===== src/rtl/pc_gen_ras.sv =====
// Fetch PC generator: prioritised redirects, mixed 16/32-bit sequential stepping,
// a circular return address stack and a misaligned-target fault state.
module pc_gen_ras #(
   parameter int unsigned          PC_WIDTH   = 16,
   parameter logic [PC_WIDTH-1:0]  PC_RESET   = {PC_WIDTH{1'b0}},
   parameter int unsigned          RAS_DEPTH  = 4,
   parameter int unsigned          INC_NARROW = 2,
   parameter int unsigned          INC_WIDE   = 4
) (
   input  logic                      clk,
   input  logic                      rst,
   output logic                      fetch_valid,
   input  logic                      fetch_ready,
   input  logic                      fetch_wide,
   output logic [PC_WIDTH-1:0]       fetch_pc,
   input  logic                      exc_valid,
   input  logic [PC_WIDTH-1:0]       exc_vector,
   input  logic                      br_valid,
   input  logic [PC_WIDTH-1:0]       br_target,
   input  logic                      jmp_valid,
   input  logic [PC_WIDTH-1:0]       jmp_target,
   input  logic                      jmp_call,
   input  logic [PC_WIDTH-1:0]       jmp_link,
   input  logic                      ret_valid,
   input  logic [PC_WIDTH-1:0]       ret_fallback,
   output logic [$clog2(RAS_DEPTH):0] ras_count,
   output logic                      ras_underflow,
   output logic                      fault,
   output logic [PC_WIDTH-1:0]       fault_addr
);

   localparam int unsigned PTR_W = $clog2(RAS_DEPTH);
   localparam int unsigned CNT_W = PTR_W + 1;

   typedef enum logic [1:0] {
      ST_BOOT  = 2'd0,
      ST_RUN   = 2'd1,
      ST_FAULT = 2'd2
   } state_e;

   state_e               state_q, state_d;
   logic [PC_WIDTH-1:0]  pc_q, pc_d;
   logic [PC_WIDTH-1:0]  fault_addr_q, fault_addr_d;
   logic [PC_WIDTH-1:0]  ras_q [RAS_DEPTH];
   logic [PC_WIDTH-1:0]  ras_d [RAS_DEPTH];
   logic [PTR_W-1:0]     sp_q, sp_d;
   logic [CNT_W-1:0]     cnt_q, cnt_d;
   logic                 underflow_q, underflow_d;
   logic                 valid_q, valid_d;
   logic                 fault_q, fault_d;
   logic                 redirect_s;
   logic [PC_WIDTH-1:0]  target_s;
   logic [PTR_W-1:0]     top_s;

   // Next-state, redirect arbitration and RAS update.
   always_comb begin
      state_d      = state_q;
      pc_d         = pc_q;
      fault_addr_d = fault_addr_q;
      ras_d        = ras_q;
      sp_d         = sp_q;
      cnt_d        = cnt_q;
      underflow_d  = 1'b0;
      redirect_s   = 1'b0;
      target_s     = pc_q;
      top_s        = sp_q - PTR_W'(1);

      case (state_q)
         ST_FAULT: begin
            if (exc_valid) begin
               pc_d    = exc_vector;
               state_d = ST_RUN;
               cnt_d   = '0;
               sp_d    = '0;
            end else begin
               state_d = ST_FAULT;
            end
         end
         ST_BOOT, ST_RUN: begin
            if (exc_valid) begin
               pc_d    = exc_vector;
               state_d = ST_RUN;
               cnt_d   = '0;
               sp_d    = '0;
            end else if (br_valid) begin
               redirect_s = 1'b1;
               target_s   = br_target;
            end else if (jmp_valid) begin
               redirect_s = 1'b1;
               target_s   = jmp_target;
               // sp always points at the next slot, so a full stack overwrites its oldest entry
               if (jmp_call) begin
                  ras_d[sp_q] = jmp_link;
                  sp_d        = sp_q + PTR_W'(1);
                  if (cnt_q != CNT_W'(RAS_DEPTH)) begin
                     cnt_d = cnt_q + CNT_W'(1);
                  end else begin
                     cnt_d = cnt_q;
                  end
               end else begin
                  sp_d = sp_q;
               end
            end else if (ret_valid) begin
               redirect_s = 1'b1;
               if (cnt_q != CNT_W'(0)) begin
                  target_s = ras_q[top_s];
                  sp_d     = top_s;
                  cnt_d    = cnt_q - CNT_W'(1);
               end else begin
                  target_s    = ret_fallback;
                  underflow_d = 1'b1;
               end
            end else begin
               state_d = ST_RUN;
               if ((state_q == ST_RUN) && fetch_ready) begin
                  pc_d = pc_q + (fetch_wide ? PC_WIDTH'(INC_WIDE) : PC_WIDTH'(INC_NARROW));
               end else begin
                  pc_d = pc_q;
               end
            end

            if (redirect_s) begin
               if (target_s[0]) begin
                  state_d      = ST_FAULT;
                  fault_addr_d = target_s;
               end else begin
                  state_d = ST_RUN;
                  pc_d    = target_s;
               end
            end else begin
               fault_addr_d = fault_addr_q;
            end
         end
         default: begin
            state_d = ST_BOOT;
         end
      endcase

      valid_d = (state_d == ST_RUN);
      fault_d = (state_d == ST_FAULT);
   end

   // State and output registers with synchronous reset.
   always_ff @(posedge clk) begin
      if (rst) begin
         state_q      <= ST_BOOT;
         pc_q         <= PC_RESET;
         fault_addr_q <= '0;
         sp_q         <= '0;
         cnt_q        <= '0;
         underflow_q  <= 1'b0;
         valid_q      <= 1'b0;
         fault_q      <= 1'b0;
         for (int i = 0; i < RAS_DEPTH; i++) begin
            ras_q[i] <= '0;
         end
      end else begin
         state_q      <= state_d;
         pc_q         <= pc_d;
         fault_addr_q <= fault_addr_d;
         sp_q         <= sp_d;
         cnt_q        <= cnt_d;
         underflow_q  <= underflow_d;
         valid_q      <= valid_d;
         fault_q      <= fault_d;
         ras_q        <= ras_d;
      end
   end

   assign fetch_valid   = valid_q;
   assign fetch_pc      = pc_q;
   assign ras_count     = cnt_q;
   assign ras_underflow = underflow_q;
   assign fault         = fault_q;
   assign fault_addr    = fault_addr_q;

endmodule


===== config.mk =====
export PLATFORM = sky130hd
export DESIGN_NAME = pc_gen_ras
export DESIGN_NICKNAME = d
export VERILOG_FILES = /design/src/rtl/pc_gen_ras.sv
export SDC_FILE = /design/constraint.sdc
export NUM_CORES = 1
export LEC_CHECK = 0
export BUFFER_PORTS_ARGS = -buffer_cell sky130_fd_sc_hd__buf_2
export CORE_AREA = 3 3 124 126
export DETAILED_ROUTE_END_ITERATION = 10
export DIE_AREA = 0 0 127 129
export PLACE_DENSITY = 0.66
export SLEW_MARGIN = 20
export SYNTH_ARGS = -nofsm -noshare
export SYNTH_HDL_FRONTEND = slang
export SYNTH_SLANG_ARGS = --single-unit

===== constraint.sdc =====
create_clock -name clk -period 3.1 [get_ports clk]
set_input_delay 0.155 -clock clk [delete_from_list [all_inputs] [get_ports clk]]
set_output_delay 0.155 -clock clk [all_outputs]
set_load 0.005 [all_outputs]

---- Yosys cells after proc, flatten, opt, wreduce, memory -nomap -nowiden ----
Index checks and enable logic that the tools add are counted.
word-level totals
  input bits .............................. 89
  memories kept ........................... 0
  RAM bits ................................ 0
  logic and storage cells ................. 102
  bits in latches ......................... 0
  output and inout bits ................... 38
  register bits ........................... 106
  bits in read-only memories .............. 0
cells by class
  bitwise logic cells ..................... 6
  equal/unequal tests ..................... 11
  $add $sub $neg .......................... 5
  order comparisons ....................... 3
  reductions and logical operators ........ 12
  mux-type cells .......................... 53
  shift-type cells ........................ 0
  multiply operators ...................... 0
  div/mod/pow operators ................... 0
operators with widths
  operator             number
  $mux 16              17
  $bwmux 64            1
  $bmux 16 s2          1
  $demux 16 s2         1
  $pmux 16 s2          1
  $mux 2               14
  $mux 3               9
  $add 16x3->16        1
  $ne 4x4->1 const B   4
  $pmux 2 s2           2
  $reduce_and 7->1     1
  $ge 3x3->1 const B   2
  $mux 1               6
  $ne 3x3->1 const B   2
  $not 2->3            2
  $pmux 3 s2           1
  $reduce_and 6->1     1
  $reduce_or 6->1      1
  $reduce_and 5->1     1
  $eq 2x1->1 const B   2
  $eq 2x2->1 const B   2
  $not 1->1            4
  $add 3x1->3 const B  1
  $lt 3x1->1 const B   1
  other kinds (11)     12

---- Logic depth before layout (Yosys ltp) ----
Gate-level depths: netlist of the first run.
  word-level depth ........................ 15
  gate-level depth with buffers ........... 12
  mapped depth without buffers ............ 9

---- Least setup slack after synthesis of the first run ----
Ideal clock, no wire load.
  path kind ............................... register to register
  start ................................... reg sp_q[0]
  end ..................................... reg fault_addr_q[14] (netlist: fault_addr[14])
  clock period less this slack ............ 2.726 ns
  stages on the path, launching flop included .. 12
  path buffers ............................ 4
  required time ........................... 2.968 ns
  library setup time ...................... 0.132 ns
  data arrival time ....................... 2.594 ns
  setup slack ............................. 0.374 ns
  cells stage by stage .................... dfxtp_1 buf_6 buf_2 inv_1 ha_1 buf_2 clkbuf_1 mux4_2 a221oi_1 nor2_1 a211oi_1 nor3_1
between the ends
  longest elaborated chain between the ends .. 12
ends and longest elaborated chain
  element                                       line  text
  start, declared                               46    logic [PTR_W-1:0] sp_q, sp_d;
  start signal, assigned                        161   sp_q <= sp_d;
  $sub 2x1->2 *                                 66    top_s = sp_q - PTR_W'(1);
  $not 2->3 (implied by the code) *             106   target_s = ras_q[top_s];
  $bmux 16 s2 *                                 106
  $mux 16 (implied by the code) * (2 in a row)  106
  $mux 16 *                                     105   if (cnt_q != CNT_W'(0)) begin
  $mux 16 *                                     103   end else if (ret_valid) begin
  $mux 16 *                                     88    end else if (jmp_valid) begin
  $mux 16 *                                     85    end else if (br_valid) begin
  $mux 16 *                                     80    if (exc_valid) begin
  $mux 16 *                                     68    case (state_q)
  $reduce_and 3->1 (no source line)             -
  end signal, assigned                          160   fault_addr_q <= fault_addr_d;
  end, declared                                 43    logic [PC_WIDTH-1:0] fault_addr_q, fault_addr_d;
Every way passes the cells marked *; elsewhere a longest branch is shown, timed or not. The select of a mux whose other input is x is not followed.
A chain may end at the register's enable or synchronous reset.

---- Worst setup path in the final report of the first run ----
  start ................................... reg cnt_q[0] (netlist: ras_count[0])
  end ..................................... reg pc_q[8] (netlist: fetch_pc[8])
between the ends
  longest elaborated chain between the ends .. 10
ends and longest elaborated chain
  element                 line  text
  start, declared         47    logic [CNT_W-1:0] cnt_q, cnt_d;
  start signal, assigned  162   cnt_q <= cnt_d;
  $reduce_bool 3->1       105
  $mux 16                 105
  $mux 16                 103
  $mux 16                 88
  $mux 16                 85
  $mux 16                 80
  $mux 16                 68
  $mux 16                 123   if (target_s[0]) begin
  $mux 16                 122   if (redirect_s) begin
  $pmux 16 s2             68
  end signal, assigned    159   pc_q <= pc_d;
  end, declared           42    logic [PC_WIDTH-1:0] pc_q, pc_d;
Every way passes these cells. The select of a mux whose other input is x is not followed.

==> results_dict.tcl, run 1 <==
set metrics [dict create \
    status "completed" \
    hp-class "input port to flip-flop" \
    via_count 5464 \
    cts_root_buffer "clkbuf_16" \
    grt_pass1_wl_um 27200 \
    fp.dieArea_mm2 0.0164 \
    fin_nets 866 \
    start_util_pct 38.8 \
    post_cts_buffers 0 \
    overflow 0 \
    postSynth.asyncResetShare_pct 0 \
    layout-drive-gt1-share_pct 25.1 \
    n_fill_cell 1474 \
    final_cell_mix "buf_2 (125), nand2_1 (113), dfxtp_1 (106)" \
    ys_ff_latch 106 \
    finalInstanceArea_mm2 0.00658 \
    antenna_found_initial 0 \
    drt_iter0_markers 659 \
    place_area_mm2 0.00629 \
    insertion_delay_ps 350 \
    crit_required_ps 3360 \
    core_area_mm2 0.0144 \
    skew_ps 7.71 \
    powerDensity_mw_per_mm2 481 \
    ys_warn_count 0 \
    slew_violations 0 \
    cp.arrival_ps 2690 \
    synth-edff-count 0 \
    diodes 0 \
    critPathMaxFanout 16 \
    multi_input_area_mm2 0.00315 \
    placed_cells 942 \
    area_growth_pct 17.6 \
    die_x_um 127 \
    path_class "flip-flop to flip-flop" \
    p_leak_nw 2.50 \
    ir_drop_mv 0.281 \
    setup_viol 0 \
    ys_seq_area_share_pct 37.9 \
    wl_um 17600 \
    hold_ws_ps 82.3 \
    clock-sinks 106 \
    synth_top_area_cell "dfxtp_1" \
    grt_max_degree 53 \
    fin_setup_tns_ps 0 \
    rows 44 \
    fp.dieH_um 129 \
    end_kind "flip-flop" \
    layout_commonest_cell "buf_2" \
    tritoncts "built" \
    io_pins 127 \
    vias_per_cell 5.70 \
    synthCells 678 \
    crit_path_start_kind "flip-flop" \
    wire_per_inst_um 18.4 \
    synth_nets 775 \
    relSlewSlack_pct 36.0 \
    grtUsageTotal_pct 20.8 \
    min_period_ps 2430 \
    ys_types 51 \
    place_congestion 0.889 \
    cts_resized 0 \
    drv_cap 0 \
    synth_area_mm2 0.00560 \
    period_share_pct 78.5 \
    dr.pass1.iters 5 \
    clk_pin_slew_ps 70 \
    hold_violations 0 \
    rsz0062_at_grt "false" \
    avgSynthCellArea_um2 8.25 \
    clock.fmax_ghz 0.411 \
    htree_levels 3 \
    synth.area.top_cells "dfxtp_1 (38%), a21oi_1 (8.4%), nand2_1 (7.6%)" \
    seqCellArea_mm2 0.00212 \
    dp_hpwl_um 12500 \
    drcViolationCount 0 \
    cts_made_buffers 9 \
    synth_ff_type "dfxtp_1" \
    drtAntennaViolNets 0 \
    clock_path_buffers 2 \
    synth_top_area_share_pct 37.9 \
    pre_cts_ws_ps 722 \
    setup_ws_ps 667 \
    io_buffer_count 126 \
    grt_pass1_vias 4920 \
    fin_cells 958 \
    ctsHoldBuffers 0 \
    tightest_slew_ps 960 \
]
## worst paths after layout
path / start / to / slack (ps) / depth (start not counted)
min: jmp_link[2] / ras_q[34] / 80 / 3
max: ras_count[0] / fetch_pc[8] / 670 / 6
min reg2reg: ras_q[46] / ras_q[46] / 450 / 2
max reg2reg: ras_count[0] / fetch_pc[8] / 670 / 6
## report_power, final
group	switching, mW	internal, mW	leakage (nW)
Sequential	0.0636	1.42	0.863
Clock	0.547	0.576	0.137
Combinational	0.332	0.232	1.50
## state kept, by name, indices dropped and copies added (netlist names)
name           count
fetch_valid        1
fault_addr        16
state_q            2
ras_q             64
ras_underflow      1
fault              1
sp_q               2
ras_count          3
fetch_pc          16
## layer usage
metal / GRT usage (%) / vias to the layer above / wire [µm]
met4: 5.24 / 0 / 333
met3: 3.57 / 22 / 1170
li1: - / 2627 / -
met2: 34.8 / 224 / 8450
met1: 28.2 / 2591 / 7650
met5: 0 / - / 0
## worst max-delay path, cell delays in order (launching register included)
cell and delay [ps]:
dfxtp_1 370, nor3_1 330, and2_1 690, a222oi_1 220, a21oi_1 330, a21oi_1 110, a221oi_1 300
## cell usage after synthesis, types with 2 or more instances
cell and n:
nand2_1 113, dfxtp_1 106, a21oi_1 94, nand3_1 72
nor2_1 41, clkbuf_1 38, nor3_1 24, buf_2 18
mux4_2 16, a222oi_1 11, inv_1 11, mux2i_1 11
o211ai_1 11, xnor2_1 11, a211oi_1 10, a221oi_1 9
o21ai_0 8, ha_1 6, nand2b_1 6, a221oi_2 5
a31o_2 4, nor3b_1 4, xor2_1 4, a22o_1 3
and2_1 3, buf_4 3, buf_6 3, nand4_1 3
fa_1 2, nand4b_1 2, nor2b_1 2, nor4_1 2
nor4_4 2, o22ai_1 2, o31a_1 2
## kinds of logic after synthesis
family | after synthesis | share of synthesized area [%]
xor+xnor | 15 | 2.35
buf+inv | 73 | 5.90
flops | 106 | 37.9
mux | 28 | 8.61
fa+ha+maj | 8 | 2.06
simple gates | 285 | 24.2
compound gates | 163 | 18.9
## area by class of cell
type,count,share of cell area (%)
Clock buffer,10,3.63
Clock inverter,6,0.741
Inverter,11,0.627
Multi-Input combinational cell,499,47.8
Sequential cell,106,32.2
Tap cell,184,3.50
Timing Repair Buffer,142,11.4
## metrics by stage
stage | utilization, % | power, mW
finish | 45.6 | 3.17
global route | 45.6 | 3.30
CTS | 45.6 | 3.18
detailed placement | 43.6 | 2.07
global placement | 43.6 | 2.07
floorplan | - | 1.85
(Power assumes the default switching activity.)
==> inputs of run 2 (changes only) <==
==> constraint.sdc (replaced) <==
create_clock -name clk -period 2.48 [get_ports clk]
set_input_delay 0.124 -clock clk [delete_from_list [all_inputs] [get_ports clk]]
set_output_delay 0.124 -clock clk [all_outputs]
set_load 0.005 [all_outputs]
==> run 2 against run 1 <==
Register-to-register slack got worse by 380 ps. Hold slack worse by 22 ps. Sequential cell count is the same. Non-clock buffer count grew 19. Die area is the same. Combinational power increased by 33%. Worst setup slack worse by 380 ps. Clock skew grew 2.6 ps. Total power is 25% higher. Wire length increased by 1.9%. Sequential share of layout area decreased by 0.71 points. Sequential power up 25%. Critical endpoint unchanged. Largest cell class unchanged.
==> results_dict.tcl, run 2 (same netlist as run 1, synthesis figures left out) <==
set metrics [dict create \
    critical_path.startpoint "sp_q[0]" \
    fp.dieArea_mm2 0.0164 \
    top_register "ras_q" \
    drcViolationCount 0 \
    wire_per_inst_um 18.4 \
    fp.dieH_um 129 \
    hold_ws_ps 60.4 \
    grt_pass1_vias 5115 \
    drtAntennaViolNets 0 \
    wl_um 17900 \
    period_share_pct 88.4 \
    fin_nets 885 \
    die_x_um 127 \
    vias_per_cell 5.68 \
    dr.pass1.iters 8 \
    crit_path_start_kind "flip-flop" \
    grt_max_degree 56 \
    grt_pass1_wl_um 28000 \
    r2r-start "sp_q[0]" \
    setup_viol 0 \
    ir_drop_mv 0.431 \
    area_growth_pct 20.3 \
    hold_depth 3 \
    relSlewSlack_pct 45.8 \
    cts_root_buffer "clkbuf_16" \
    hp-class "input port to flip-flop" \
    grtUsageTotal_pct 21.5 \
    rows 44 \
    layout-drive-gt1-share_pct 26.5 \
    hold_violations 0 \
    drv_cap 0 \
    tritoncts "built" \
    finish.utilization_pct 46.7 \
    finalInstanceArea_mm2 0.00673 \
    skew_ps 10.3 \
    status "completed" \
    end_kind "flip-flop" \
    antenna_found_initial 0 \
    slew_violations 0 \
    fin_setup_tns_ps 0 \
    htree_levels 3 \
    clock.fmax_ghz 0.456 \
    holdPathEnd "ras_q[53]" \
    multi_input_area_mm2 0.00315 \
    via_count 5536 \
    min_from "jmp_link[5]" \
    clk_pin_slew_ps 80 \
    overflow 0 \
    clock_path_buffers 2 \
    io_buffer_count 126 \
    r2r_cells 8 \
    final_cell_mix "buf_2 (125), nand2_1 (113), dfxtp_1 (106)" \
    r2r_end "fetch_pc[8]" \
    n_fill_cell 1462 \
    insertion_delay_ps 350 \
    start_util_pct 38.8 \
    post_cts_buffers 0 \
    io_pins 127 \
    critPathMaxFanout 20 \
    cts_made_buffers 9 \
    layout_commonest_cell "buf_2" \
    place_congestion 0.913 \
    p_leak_nw 2.58 \
    crit_required_ps 2730 \
    drt_iter0_markers 630 \
    place_area_mm2 0.00646 \
    rsz0062_at_grt "false" \
    core_area_mm2 0.0144 \
    cp.arrival_ps 2440 \
    fin_total_pwr_mw 3.95 \
    path_class "flip-flop to flip-flop" \
    clock-sinks 106 \
    cts_resized 0 \
    ctsHoldBuffers 0 \
    seqCellArea_mm2 0.00212 \
    largest_reg_flops 64 \
    diodes 0 \
    powerDensity_mw_per_mm2 587 \
    r2r_slack_ps 290 \
    dp_hpwl_um 12800 \
    min_period_ps 2190 \
    tightest_slew_ps 813 \
]
## run 2: cell count changes in the layout (fill, tap and decap cells not counted), sizes merged
cell	delta
inv	-1
buf	+19
clkinv	-1
clkinvlp	-1
clkbuf	+1
## run 2: worst max-delay path by stage
stage	depth (start not counted)	slack [ps]	endpoint
after floorplan	12	30	fetch_pc[15]
after global placement	8	290	fetch_pc[8]
after detailed placement	8	290	fault_addr[14]
after CTS	8	270	fault_addr[14]
after global routing	8	130	fault_addr[14]
final	8	290	fetch_pc[8]
## run 2: per-stage QoR
stage | instances | setup slack, ps
after CTS | 975 | 273
after detailed placement | 961 | 288
after global placement | 961 | 292
after floorplan | 678 | 34.2
after global routing | 975 | 128
final | 975 | 288
## run 2: critical path: stages, from the launching register on
cell      delay [ps]
dfxtp_1          380
buf_12           200
mux4_2           530
nand3_2          110
nand3_1          120
nor2_2           130
buf_4            200
a21oi_1           90
a221oi_1         320
## run 2: cell type report
type | count | share of cell area, %
clock buffer | 11 | 3.61
clock inverter | 3 | 0.372
inverter | 11 | 0.613
multi-input combinational | 499 | 46.8
sequential | 106 | 31.5
tap | 184 | 3.42
timing repair buffer | 161 | 13.7
## run 2: per-layer routing
layer / up-vias / track usage [%] / share of wire [%]
met1: 2615 / 29.6 / 44
li1: 2666 / - / -
met2: 235 / 35.2 / 47
met5: - / 0 / 0
met3: 20 / 4.15 / 7.1
met4: 0 / 4.92 / 1.4
## run 2: where the power goes
| group | total (mW) | switching, mW | leakage (nW) | internal [mW] |
|---|---|---|---|---|
| combinational | 0.752 | 0.435 | 1.59 | 0.318 |
| clock | 1.35 | 0.647 | 0.128 | 0.705 |
| sequential | 1.85 | 0.0749 | 0.863 | 1.77 |
